`config.mk`:
```
export PLATFORM = sky130hd
export DESIGN_NAME = img_stream_sched
export DESIGN_NICKNAME = d
export VERILOG_FILES = /design/src/rtl/img_pkg.sv /design/src/rtl/img_blank_cnt.sv /design/src/rtl/img_stream_sched.sv
export SDC_FILE = /design/constraint.sdc
export NUM_CORES = 1
export LEC_CHECK = 0
export CAP_MARGIN = 20
export CORE_ASPECT_RATIO = 1.1
export CORE_MARGIN = 4
export CORE_UTILIZATION = 50
export CTS_BUF_LIST = sky130_fd_sc_hd__clkbuf_16
export CTS_CLUSTER_DIAMETER = 40
export DETAILED_ROUTE_END_ITERATION = 8
export MAX_ROUTING_LAYER = met4
export PLACE_DENSITY_LB_ADDON = 0.3
export SLEW_MARGIN = 20
export SYNTH_ARGS = -nofsm -noshare
export SYNTH_HDL_FRONTEND = slang
export SYNTH_SLANG_ARGS = --single-unit
```
`constraint.sdc`:
```
create_clock -name i_sys_clk -period 2.3 [get_ports i_sys_clk]
set_clock_uncertainty 0.15 [all_clocks]
set_input_delay 0.345 -clock i_sys_clk [delete_from_list [all_inputs] [get_ports i_sys_clk]]
set_output_delay 0.345 -clock i_sys_clk [all_outputs]
set_load 0.05 [all_outputs]
```
`src/rtl/img_pkg.sv`:
```
// Shared types for the image stream scheduler.
package img_pkg;

  localparam int unsigned WD_RGB = 8;

  typedef enum logic [2:0] {
    IDLE,
    FPRE,
    PIX,
    LBLK,
    FPOST
  } sched_state_t;

  typedef struct packed {
    logic [WD_RGB-1:0] b;
    logic [WD_RGB-1:0] g;
    logic [WD_RGB-1:0] r;
  } rgb888_t;

  // Bits needed to hold values 0..n (never less than one bit).
  function automatic int unsigned cnt_w(input int unsigned n);
    return ($clog2(n + 1) < 1) ? 1 : $clog2(n + 1);
  endfunction

endpackage

```
`src/rtl/img_blank_cnt.sv`:
```
// Loadable down-counter with a done flag, reused for frame and line blanking.
module img_blank_cnt
  import img_pkg::*;
#(
  parameter int unsigned W = 8
) (
  input  logic         clk,
  input  logic         rst_n,
  input  logic         load,
  input  logic [W-1:0] load_val,
  input  logic         dec,
  output logic [W-1:0] cnt,
  output logic         done
);

  logic [W-1:0] cnt_q;
  logic [W-1:0] cnt_d;

  // Load has priority; decrement stops at zero.
  always_comb begin
    cnt_d = cnt_q;
    if (load) begin
      cnt_d = load_val;
    end else if (dec && (cnt_q != '0)) begin
      cnt_d = cnt_q - 1'b1;
    end
  end

  // Counter register.
  always_ff @(posedge clk or negedge rst_n) begin
    if (!rst_n) begin
      cnt_q <= '0;
    end else begin
      cnt_q <= cnt_d;
    end
  end

  assign cnt  = cnt_q;
  assign done = (cnt_q == '0);

endmodule

```
`src/rtl/img_stream_sched.sv`:
```
// Frame/line sequencer: pulls RGB pixels from a valid/ready source and emits
// fsync/vsync/hsync framing with programmable frame and line blanking.
// Optional underrun counter enabled by defining IMG_SCHED_ERR_EN.
module img_stream_sched
  import img_pkg::*;
#(
  parameter int unsigned WD_IMG_DATA  = 8,
  parameter int unsigned W_IMG        = 960,
  parameter int unsigned H_IMG        = 640,
  parameter int unsigned N_FRM_BLANK  = 100,
  parameter int unsigned N_LINE_BLANK = 1,
  parameter int unsigned WD_ERR_INFO  = 4
) (
  input  logic                     i_sys_clk,
  input  logic                     i_sys_resetn,
  input  logic                     i_cfg_start,
  input  logic                     i_cfg_cont,
  output logic                     o_sched_busy,
  output logic                     o_frame_done,
  input  logic                     s_pix_valid,
  output logic                     s_pix_ready,
  input  logic [3*WD_IMG_DATA-1:0] s_pix_data,
  output logic                     m_img_rgb888_c_fsync,
  output logic                     m_img_rgb888_c_vsync,
  output logic                     m_img_rgb888_c_hsync,
  output logic [WD_IMG_DATA-1:0]   m_img_rgb888_r_mdat0,
  output logic [WD_IMG_DATA-1:0]   m_img_rgb888_g_mdat1,
  output logic [WD_IMG_DATA-1:0]   m_img_rgb888_b_mdat2,
  output logic [WD_ERR_INFO-1:0]   m_err_sched_info1
);

  localparam int unsigned XW = cnt_w(W_IMG - 1);
  localparam int unsigned YW = cnt_w(H_IMG);
  localparam int unsigned BW = cnt_w((N_FRM_BLANK > N_LINE_BLANK) ? N_FRM_BLANK : N_LINE_BLANK);

  localparam logic [XW-1:0] X_LAST    = XW'(W_IMG - 1);
  localparam logic [YW-1:0] Y_END     = YW'(H_IMG);
  localparam logic [BW-1:0] FRM_LOAD  = BW'(N_FRM_BLANK - 1);
  localparam logic [BW-1:0] LINE_LOAD = BW'(N_LINE_BLANK - 1);
  localparam logic [BW-1:0] BLK_ONE   = BW'(1);

  typedef struct packed {
    logic [WD_IMG_DATA-1:0] b;
    logic [WD_IMG_DATA-1:0] g;
    logic [WD_IMG_DATA-1:0] r;
  } pix_t;

  sched_state_t  state_q, state_d;
  logic [XW-1:0] x_q, x_d;
  logic [YW-1:0] y_q, y_d;
  logic          fsync_q, fsync_d;
  logic          vsync_q, vsync_d;
  logic          hsync_q, hsync_d;
  logic          done_q, done_d;
  pix_t          pix_q, pix_d;

  logic          accept;
  logic          blk_load;
  logic [BW-1:0] blk_val;
  logic          blk_dec;
  logic [BW-1:0] blk_cnt;
  logic          blk_done;

  img_blank_cnt #(
    .W (BW)
  ) u_blank_cnt (
    .clk      (i_sys_clk),
    .rst_n    (i_sys_resetn),
    .load     (blk_load),
    .load_val (blk_val),
    .dec      (blk_dec),
    .cnt      (blk_cnt),
    .done     (blk_done)
  );

  // Next-state, counter control and next values of the registered outputs.
  always_comb begin
    accept   = s_pix_valid && (state_q == PIX);
    state_d  = state_q;
    x_d      = x_q;
    y_d      = y_q;
    blk_load = 1'b0;
    blk_val  = FRM_LOAD;
    blk_dec  = 1'b0;
    pix_d    = pix_q;
    if (accept) begin
      pix_d = s_pix_data;
    end
    case (state_q)
      IDLE: begin
        if (i_cfg_start) begin
          state_d  = FPRE;
          blk_load = 1'b1;
        end
      end
      FPRE: begin
        if (blk_done) state_d = PIX;
        else          blk_dec = 1'b1;
      end
      PIX: begin
        if (accept) begin
          if (x_q == X_LAST) begin
            state_d  = LBLK;
            x_d      = '0;
            y_d      = y_q + 1'b1;
            blk_load = 1'b1;
            blk_val  = LINE_LOAD;
          end else begin
            x_d = x_q + 1'b1;
          end
        end
      end
      LBLK: begin
        if (blk_done) begin
          if (y_q == Y_END) begin
            state_d  = FPOST;
            y_d      = '0;
            blk_load = 1'b1;
          end else begin
            state_d = PIX;
          end
        end else begin
          blk_dec = 1'b1;
        end
      end
      FPOST: begin
        if (blk_done) begin
          if (i_cfg_cont) begin
            state_d  = FPRE;
            blk_load = 1'b1;
          end else begin
            state_d = IDLE;
          end
        end else begin
          blk_dec = 1'b1;
        end
      end
      default: state_d = IDLE;
    endcase
    fsync_d = (state_d == FPRE) || (state_d == PIX) || (state_d == LBLK);
    vsync_d = (state_d == PIX);
    hsync_d = accept;
    // Done marks the last FPOST cycle: counter about to reach zero, or a
    // single-cycle FPOST being entered.
    done_d  = (state_d == FPOST) &&
              ((state_q == FPOST) ? (blk_cnt == BLK_ONE) : (FRM_LOAD == '0));
  end

  // Sequencer state and registered framing/data outputs.
  always_ff @(posedge i_sys_clk or negedge i_sys_resetn) begin
    if (!i_sys_resetn) begin
      state_q <= IDLE;
      x_q     <= '0;
      y_q     <= '0;
      fsync_q <= 1'b0;
      vsync_q <= 1'b0;
      hsync_q <= 1'b0;
      done_q  <= 1'b0;
      pix_q   <= '0;
    end else begin
      state_q <= state_d;
      x_q     <= x_d;
      y_q     <= y_d;
      fsync_q <= fsync_d;
      vsync_q <= vsync_d;
      hsync_q <= hsync_d;
      done_q  <= done_d;
      pix_q   <= pix_d;
    end
  end

`ifdef IMG_SCHED_ERR_EN
  logic [WD_ERR_INFO-1:0] err_q, err_d;

  // Saturating count of PIX cycles without a valid pixel; cleared on FPRE entry.
  always_comb begin
    err_d = err_q;
    if ((state_d == FPRE) && (state_q != FPRE)) begin
      err_d = '0;
    end else if ((state_q == PIX) && !s_pix_valid && (err_q != '1)) begin
      err_d = err_q + 1'b1;
    end
  end

  // Underrun counter register.
  always_ff @(posedge i_sys_clk or negedge i_sys_resetn) begin
    if (!i_sys_resetn) begin
      err_q <= '0;
    end else begin
      err_q <= err_d;
    end
  end

  assign m_err_sched_info1 = err_q;
`else
  assign m_err_sched_info1 = '0;
`endif

  assign o_sched_busy         = (state_q != IDLE);
  assign o_frame_done         = done_q;
  assign s_pix_ready          = (state_q == PIX);
  assign m_img_rgb888_c_fsync = fsync_q;
  assign m_img_rgb888_c_vsync = vsync_q;
  assign m_img_rgb888_c_hsync = hsync_q;
  assign m_img_rgb888_r_mdat0 = pix_q.r;
  assign m_img_rgb888_g_mdat1 = pix_q.g;
  assign m_img_rgb888_b_mdat2 = pix_q.b;

endmodule
```
==> flow_summary.yaml, run 1 <==
final_layout:
  nets: 380
  area.growth.synth_to_final_pct: 35.2
  num_antenna_cells: 0
  final_common_cell: "nand2_1"
  utilization_pct: 71.4
  layout.area.seq_um2: 1450
  final_cell_mix: "nand2_1 (91), dfrtp_1 (58), clkdlybuf4s50_1 (55)"
  drive_gt1_share_pct: 9.40
  multi_input_area_um2: 1140
  fillerInstances: 378
power_and_ir_drop:
  ir_worst_vdd_uv: 460
  total_power_w: 0.00224
  power.density_nw_per_um2: 614
  power_leakage_nw: 1.74
worst_setup_path:
  cp_max_fo: 6
  cp.arrival_ps: 2250
  max_stage_delay_ps: 380
  crit_chain: "inv_1, ha_1, nor4bb_1, nand4b_1, nand3b_4, and2_2, mux2_2"
  end_kind: "register"
  start_kind: "register"
  crit_slowest_cell: "dfrtp_1"
  crit_type: "reg2reg"
  crit_required_ps: 2350
  regToRegSetupSlack_ps: 100
sta:
  rsz0062_at_grt: "no"
  fin_crit_ps: 2200
  tns_ps: 0
  tightest_slew_ps: 524
  hold_viol: 0
  fmax_ghz: 0.454
  setup_viol: 0
  final-max-slew-violation-count: 0
  period_share_pct: 95.7
  slew_headroom_pct: 65.0
floorplan:
  rows: 27
  design.core.area_um2: 5100
  io_pins: 63
  die_w_um: 78
  dieArea_um2: 6630
  die_h_um: 85
  initial_core_util_pct: 52.8
detailed_routing:
  drc: 0
  num_vias: 2151
  drt_iter0_markers: 129
  first_pass_iters: 6
  vias_per_cell: 5.09
  wl_per_cell_um: 13.0
  drt_wl_total_um: 5510
  antenna_left: 0
logic_synthesis:
  synth_warnings: 0
  async_reset_ff_share_pct: 100
  syn_avg_cell_area_um2: 9.73
  netlist_area_um2: 2700
  syn_inst: 277
  yosysTopAreaCellShare_pct: 53.9
  synth_area_leader_cell: "dfrtp_1"
  synthFlopType: "dfrtp_1"
  ys_ff_latch: 58
  yosysSeqAreaShare_pct: 53.9
  synth_edf_count: 0
  synth_cell_type_count: 48
  synthTopCellsByArea: "dfrtp_1 (54%), nand2_1 (13%), xnor2_1 (3.9%)"
global_route:
  grt_pass1_vias: 2171
  gr-usage-all-layers_pct: 18.7
  grt_pass1_wl_um: 9550
  grt_max_degree: 59
  antenna_found_initial: 0
  grt-ovfl-total: 0
clock_network:
  clockBufferDepth: 2
  cts_buffers: 9
  clkTransAtPathRegs_ps: 50
  cts_tree: "yes"
  clock_latency_ps: 320
  cts.sinks: 58
  htree_levels: 3
  post_cts_buffers: 0
  root_buffer: "clkbuf_16"
run_status:
  outcome: "complete, no violations"
hold_path:
  hold_path_class: "reg2reg"
placed_design:
  dp_hpwl_um: 3740
  place.gp.congestion: 0.821
  port_buffers: 58
flow_run:
  cap_violations: 0
## registers in the layout (all words and copies together), names as in the netlist, 3 cells and up
name	flops
x_q	10
y_q	10
m_img_rgb888_b_mdat2	8
m_img_rgb888_g_mdat1	8
m_img_rgb888_r_mdat0	8
u_blank_cnt.cnt	7
state_q	3
## critical path: cells and delay by family, from the launching register on
kind	cells	cell delay, ps
buffers and inverters	1	70
AND/OR/NAND/NOR	4	1090
flip-flops	1	380
multiplexers	1	270
adder cells (fa/ha/maj)	1	130
## final cells by class
cell class / count / share of cell area [%]
clock buffers: 9 / 6.18
flip-flops and latches: 58 / 39.8
multi-input cells: 198 / 31.3
clock inverters: 7 / 0.790
well taps: 72 / 2.47
repair buffers: 69 / 18.4
inverters: 10 / 1.03
## cells in the mapped netlist, drive strengths merged, types with 2 or more instances
cell and count:
nand2 91, dfrtp 58, nor2 14, xnor2 12, inv 10, a21oi 8
buf 8, clkbuf 6, nor3 6, ha 5, nand4 5, o21ai 5
nor4 4, and3 3, mux2i 3, nand3 3, or3 3, xor2 3
a211oi 2, a31oi 2, and2 2, nand4b 2, nor3b 2, o211ai 2
or4 2
## metrics by stage
| stage | area, um2 | std cells | hold WS, ps | setup slack (ps) |
|---|---|---|---|---|
| floorplan | 2710 | 280 | -101 | 186 |
| global placement | 3380 | 406 | 224 | 110 |
| detailed placement | 3380 | 406 | 221 | 90.7 |
| CTS | 3640 | 423 | 325 | 89.8 |
| global route | 3640 | 423 | 338 | 12.3 |
| finish | 3640 | 423 | 321 | 98.1 |
## report_power, final
group	internal (W)	total (W)	switching, W	leakage (nW)
clock	0.000703	0.00113	0.000425	0.134
sequential	0.00102	0.00102	0	0.770
combinational	0.0000455	0.0000863	0.0000408	0.839
total	0.00177	0.00224	0.000466	1.74
## cell families (layout without fill, tap and decap cells)
family / Yosys count / after routing / share of synthesized area (%)
buffers and inverters: 24 / 95 / 4.41
adder cells (fa/ha/maj): 5 / 5 / 2.32
other: 1 / 4 / 0.139
AO/OA/AOI/OAI: 25 / 25 / 5.90
AND/OR/NAND/NOR: 145 / 145 / 27.0
flip-flops: 58 / 58 / 53.9
XOR/XNOR: 15 / 15 / 4.87
multiplexers: 4 / 4 / 1.53
## path summary, 6_finish.rpt
check                                         from                      end  cells after the start
max                                         y_q[0]                   y_q[0]                      7
min                        m_img_rgb888_b_mdat2[3]  m_img_rgb888_b_mdat2[3]                      2
max reg2reg                                 y_q[0]                   y_q[0]                      7
min reg2reg                m_img_rgb888_b_mdat2[3]  m_img_rgb888_b_mdat2[3]                      2
max in group asynchronous             i_sys_resetn  m_img_rgb888_r_mdat0[0]                      3
min in group asynchronous             i_sys_resetn               state_q[0]                      3
## metal layers
| metal | track usage (%) | share of wire, % |
|---|---|---|
| met1 | 21.3 | 43 |
| met2 | 28.2 | 46 |
| met3 | 9.02 | 9.6 |
| met4 | 7.47 | 1.5 |
| met5 | - | 0 |
## timing repair
action | in CTS | in global routing
resized for setup | 1 | 0
hold endpoints to repair | 58 | 0
endpoints found under the setup margin | 1 | 0
hold buffers | 1 | 0
No activity file was read; power rests on OpenSTA's default activity.
==> run 2, diff against run 1 <==
==> constraint.sdc (replaced) <==
create_clock -name i_sys_clk -period 2.3 [get_ports i_sys_clk]
set_clock_uncertainty 0.15 [all_clocks]
set_input_delay 0.345 -clock i_sys_clk [delete_from_list [all_inputs] [get_ports i_sys_clk]]
set_output_delay 0.345 -clock i_sys_clk [all_outputs]
set_load 0.01 [all_outputs]
==> run 2 against run 1 <==
  * Via count fell by 0.42%
  * Routed wire length rose by 4.3%
  * Sequential share of layout area fell by 0.79 points
  * Count of clock-buffer cells in the layout did not move
  * Power rose by 10%
  * Register-to-register slack improved by 80 ps
  * Non-clock buffer count rose by 1
  * Highest routed layer unchanged
==> flow_summary.yaml, run 2 (synthesized netlist as in run 1, its figures left out) <==
final_layout:
  area.growth.synth_to_final_pct: 38.0
  final_common_cell: "nand2_1"
  num_antenna_cells: 0
  final_cell_mix: "nand2_1 (91), dfrtp_1 (58), clkdlybuf4s50_1 (57)"
  drive_gt1_share_pct: 10.5
  layout.area.seq_um2: 1450
  fillerInstances: 376
  multi_input_area_um2: 1150
  top_regs: "x_q: 10 flops, y_q: 10 flops"
  nets: 381
floorplan:
  die_h_um: 85
  die_w_um: 78
  initial_core_util_pct: 52.8
  io_pins: 63
  dieArea_um2: 6630
  rows: 27
  design.core.area_um2: 5100
power_and_ir_drop:
  ir_worst_vdd_uv: 503
  power_leakage_nw: 1.77
  clkPwrFrac_pct: 55.5
  power.density_nw_per_um2: 663
  p_seq_share_pct: 41.5
  switching_share_pct: 18.8
  power_switching_w: 0.000464
  pwr-share-comb_pct: 3.0
  internal_power_w: 0.00200
worst_setup_path:
  crit_type: "reg2out"
  max_stage_delay_ps: 490
  regToRegSetupSlack_ps: 180
  end_kind: "primary output"
  cp.arrival_ps: 1680
  crit_family: "buffers and inverters"
  crit_chain: "or3_1, clkdlybuf4s50_1"
  r2r_cells: 7
  crit_required_ps: 1800
  start_kind: "register"
  r2r_end: "y_q[0]"
  crit_slowest_cell: "clkdlybuf4s50_1"
  cp_max_fo: 11
  reg2reg_from: "y_q[0]"
  critPathBufInv: 1
sta:
  fmax_ghz: 0.459
  slew_headroom_pct: 58.2
  hold_viol: 0
  setup_viol: 0
  tightest_slew_ps: 628
  period_share_pct: 94.6
  rsz0062_at_grt: "no"
  tns_ps: 0
  final-max-slew-violation-count: 0
  fin_ws_ps: 124
  fin_crit_ps: 2180
run_status:
  outcome: "complete, no violations"
detailed_routing:
  num_vias: 2142
  vias_per_cell: 5.05
  wl_per_cell_um: 13.5
  drt_wl_total_um: 5750
  drc: 0
  drt_iter0_markers: 94
  first_pass_iters: 4
  antenna_left: 0
clock_network:
  post_cts_buffers: 0
  cts_tree: "yes"
  root_buffer: "clkbuf_16"
  cts.sinks: 58
  cts_buffers: 9
  clockBufferDepth: 2
  clkTransAtPathRegs_ps: 50
  clock_latency_ps: 320
  htree_levels: 3
placed_design:
  place_worst_setup_slack_ps: 53.6
  port_buffers: 58
  dp_hpwl_um: 3920
  place.gp.congestion: 0.804
hold_path:
  min_from: "m_img_rgb888_g_mdat1[6]"
  hold_path_class: "reg2reg"
  min_delay_path_depth: 2
  hold_end: "m_img_rgb888_g_mdat1[6]"
global_route:
  grt_max_degree: 30
  grt-ovfl-total: 0
  antenna_found_initial: 0
  gr-usage-all-layers_pct: 20.0
  grt_pass1_wl_um: 10100
  grt_pass1_vias: 2278
flow_run:
  cap_violations: 0
==> run 2: changes by cell type in the layout (fill, tap and decap cells not counted) <==
| cell | delta |
|---|---|
| inv_1 | -1 |
| nor4bb_1 | -1 |
| clkinv_1 | -2 |
| dlygate4sd2_1 | -1 |
| clkinvlp_4 | +1 |
| clkdlybuf4s50_1 | +2 |
| nor4bb_2 | +1 |
| bufinv_16 | +2 |
==> run 2: how the worst max path moves through the flow <==
stage | start | endpoint | slack, ps | cells after the start
after floorplan | y_q[0] | y_q[0] | 370 | 7
after global placement | s_pix_valid | y_q[0] | 110 | 5
after detailed placement | s_pix_valid | y_q[6] | 50 | 6
after CTS | state_q[0] | o_sched_busy | 110 | 2
after global routing | state_q[0] | o_sched_busy | 30 | 2
final | state_q[0] | o_sched_busy | 120 | 2
==> run 2: worst register-to-register path, stage by stage (launching register included) <==
cell and delay, ps:
dfrtp_1 380, inv_1 60, ha_1 130, nor4bb_2 300, nand4b_1 230, nand3b_4 250, and2_2 240, mux2_2 270
==> run 2: power groups by stage <==
stage	combinational [W]	sequential [W]	clock, W
2_1_floorplan	0.00000870	0.00104	0
3_3_place_gp	0.0000743	0.00104	0
3_5_place_dp	0.0000751	0.00104	0
4_1_cts	0.0000766	0.00102	0.00139
5_1_grt	0.0000826	0.00102	0.00145
6_report	0.0000748	0.00102	0.00137
==> run 2: metal layers <==
layer | track usage (%) | wire length (um)
met1 | 23.9 | 2560
met2 | 30.3 | 2650
met3 | 5.63 | 394
met4 | 11.3 | 138
met5 | - | 0
==> run 2: per-stage QoR <==
stage | utilization, % | hold slack, ps | power [W] | cells | instance area, um2
after global placement | 66.5 | 252 | 0.00111 | 407 | 3390
after floorplan | - | -101 | 0.00105 | 280 | 2710
after global routing | 72.9 | 337 | 0.00255 | 424 | 3720
after detailed placement | 66.5 | 254 | 0.00111 | 407 | 3390
final | 72.9 | 323 | 0.00247 | 424 | 3720
after CTS | 72.8 | 325 | 0.00249 | 424 | 3710
==> run 2: what timing repair did <==
item                                    in CTS  in global routing
hold endpoints to repair                    26                  0
resized for setup                            0                  1
hold buffers                                 1                  0
endpoints found under the setup margin       0                  4
==> run 2: area by class of cell <==
class	instances	area share (%)
multi-input combinational	198	30.9
clock inverter	7	2.29
tap	72	2.42
timing repair buffer	70	18.3
sequential	58	39.0
inverter	10	1.01
clock buffer	9	6.06
==> run 3, diff against run 2 <==
--- a/config.mk
+++ b/config.mk
@@ -12,8 +12,9 @@
 export CTS_BUF_LIST = sky130_fd_sc_hd__clkbuf_16
 export CTS_CLUSTER_DIAMETER = 40
 export DETAILED_ROUTE_END_ITERATION = 8
+export DONT_BUFFER_PORTS = 1
 export MAX_ROUTING_LAYER = met4
-export PLACE_DENSITY_LB_ADDON = 0.3
+export PLACE_DENSITY = 0.67
 export SLEW_MARGIN = 20
 export SYNTH_ARGS = -nofsm -noshare
 export SYNTH_HDL_FRONTEND = slang
==> run 3 against run 2 <==
  * Setup slack better by 76 ps
  * Global-route usage is 1.1 points lower
  * Fmax is 3.6% higher
  * Critical path depth is 5 higher
  * Clock power is 9% lower
  * Routed wire length is 6.6% lower
  * Hold slack worse by 320 ps
  * Die area stayed put
  * Non-clock buffer count is 42 lower
  * Sequential power hardly changed
  * Cell area is 11% lower
  * Sequential cell count stayed put
  * Critical path type is now reg2reg
  * Largest cell class unchanged
  * Largest power group unchanged
==> flow_summary.yaml, run 3 (synthesized netlist as in run 1, its figures left out) <==
worst_setup_path:
  crit_chain: "inv_1, ha_1, nor4bb_1, nand4b_1, nand3b_4, and2_2, mux2_2"
  end_kind: "register"
  max_stage_delay_ps: 410
  crit_family: "simple AND/OR/NAND/NOR gates"
  cp_max_fo: 9
  critPathBufInv: 1
  start_kind: "register"
  crit_required_ps: 2350
  crit_slowest_cell: "dfrtp_1"
  crit_type: "reg2reg"
  cp.arrival_ps: 2150
final_layout:
  num_antenna_cells: 0
  final_common_cell: "nand2_1"
  fillerInstances: 396
  layout.area.seq_um2: 1450
  multi_input_area_um2: 1140
  fin_area_um2: 3300
  nets: 339
  top_regs: "x_q: 10 flops, y_q: 10 flops"
  drive_gt1_share_pct: 8.39
  final_cell_mix: "nand2_1 (91), dfrtp_1 (58), dlygate4sd3_1 (24)"
  utilization_pct: 64.6
  area.growth.synth_to_final_pct: 22.3
global_route:
  use_met1_pct: 24.3
  met2_usage_pct: 27.5
  gr-usage-all-layers_pct: 18.9
  grt_pass1_wl_um: 9650
  grt_pass1_vias: 2033
  grt-ovfl-total: 0
  use_met3_pct: 5.20
  antenna_found_initial: 0
  grt_max_degree: 59
  busiest_layer: "met2"
sta:
  tns_ps: 0
  fmax_ghz: 0.476
  final-max-slew-violation-count: 0
  tightest_slew_ps: 565
  period_share_pct: 91.3
  rsz0062_at_grt: "no"
  slew_headroom_pct: 62.1
  fin_crit_ps: 2100
  hold_viol: 0
  fin_ws_ps: 199
  setup_viol: 0
detailed_routing:
  drt_wl_total_um: 5370
  num_vias: 1937
  drc: 0
  drt_iter0_markers: 109
  first_pass_iters: 4
  wl_per_cell_um: 14.0
  vias_per_cell: 5.07
  antenna_left: 0
hold_path:
  hold_path_class: "in2reg"
run_status:
  outcome: "complete, no violations"
floorplan:
  io_pins: 63
  initial_core_util_pct: 52.8
  design.core.area_um2: 5100
  rows: 27
  die_h_um: 85
  dieArea_um2: 6630
  die_w_um: 78
placed_design:
  dp_hpwl_um: 3380
  dpl_cell_area_um2: 2740
  port_buffers: 0
  place_worst_setup_slack_ps: 222
  place.gp.congestion: 0.889
power_and_ir_drop:
  power.density_nw_per_um2: 708
  power_leakage_nw: 1.60
  ir_worst_vdd_uv: 556
clock_network:
  cts_tree: "yes"
  htree_levels: 3
  cts.sinks: 58
  post_cts_resized: 0
  clockBufferDepth: 2
  root_buffer: "clkbuf_16"
  clock_latency_ps: 320
  clkTransAtPathRegs_ps: 50
  cts_buffers: 9
flow_run:
  cap_violations: 0
==> run 3: cell types whose count changed in the layout (fill, tap and decap cells not counted), sizes merged <==
cell / delta
clkdlybuf4s50: -57
inv: -1
clkinvlp: +1
clkinv: +1
dlygate4sd3: +23
bufinv: -1
buf: -8
==> run 3: path summary, 6_finish.rpt <==
kind	cells after the start	endpoint	slack [ps]	start
max	7	y_q[0]	200	y_q[0]
min	2	m_img_rgb888_g_mdat1[4]	8	s_pix_data[12]
max reg2reg	7	y_q[0]	200	y_q[0]
min reg2reg	1	y_q[9]	330	y_q[9]
max in group asynchronous	2	y_q[2]	1340	i_sys_resetn
min in group asynchronous	2	m_img_rgb888_c_fsync	420	i_sys_resetn
==> run 3: area by class of cell <==
| type | instances | share of cell area [%] |
|---|---|---|
| tap | 72 | 2.73 |
| clock buffer | 9 | 6.83 |
| inverter | 10 | 1.14 |
| sequential | 58 | 44.0 |
| clock inverter | 7 | 1.82 |
| multi-input combinational | 198 | 34.6 |
| timing repair buffer | 28 | 8.80 |
==> run 3: metal layers <==
layer	up-vias	share of wire (%)
met5	-	0
met2	59	45
met4	0	2.4
li1	966	-
met1	902	45
met3	10	7.4
==> run 3: stage by stage <==
stage                     power (W)  hold WS (ps)  std cells
after floorplan             0.00105          -101        280
after global placement      0.00104         -99.2        341
after detailed placement    0.00104         -99.2        341
after CTS                   0.00236          12.0        382
after global routing        0.00242          24.3        382
final                       0.00234          7.51        382
==> run 3: where the power goes <==
group / total [W] / internal (W) / leakage (nW) / switching [W]
combinational: 0.0000625 / 0.0000327 / 0.695 / 0.0000298
clock: 0.00125 / 0.000820 / 0.132 / 0.000430
sequential: 0.00102 / 0.00102 / 0.770 / 0
==> run 3: timing repair <==
| action | CTS | global route |
|---|---|---|
| setup buffers | 0 | 0 |
| hold buffers | 25 | 0 |
| endpoints found under the hold margin | 81 | 0 |
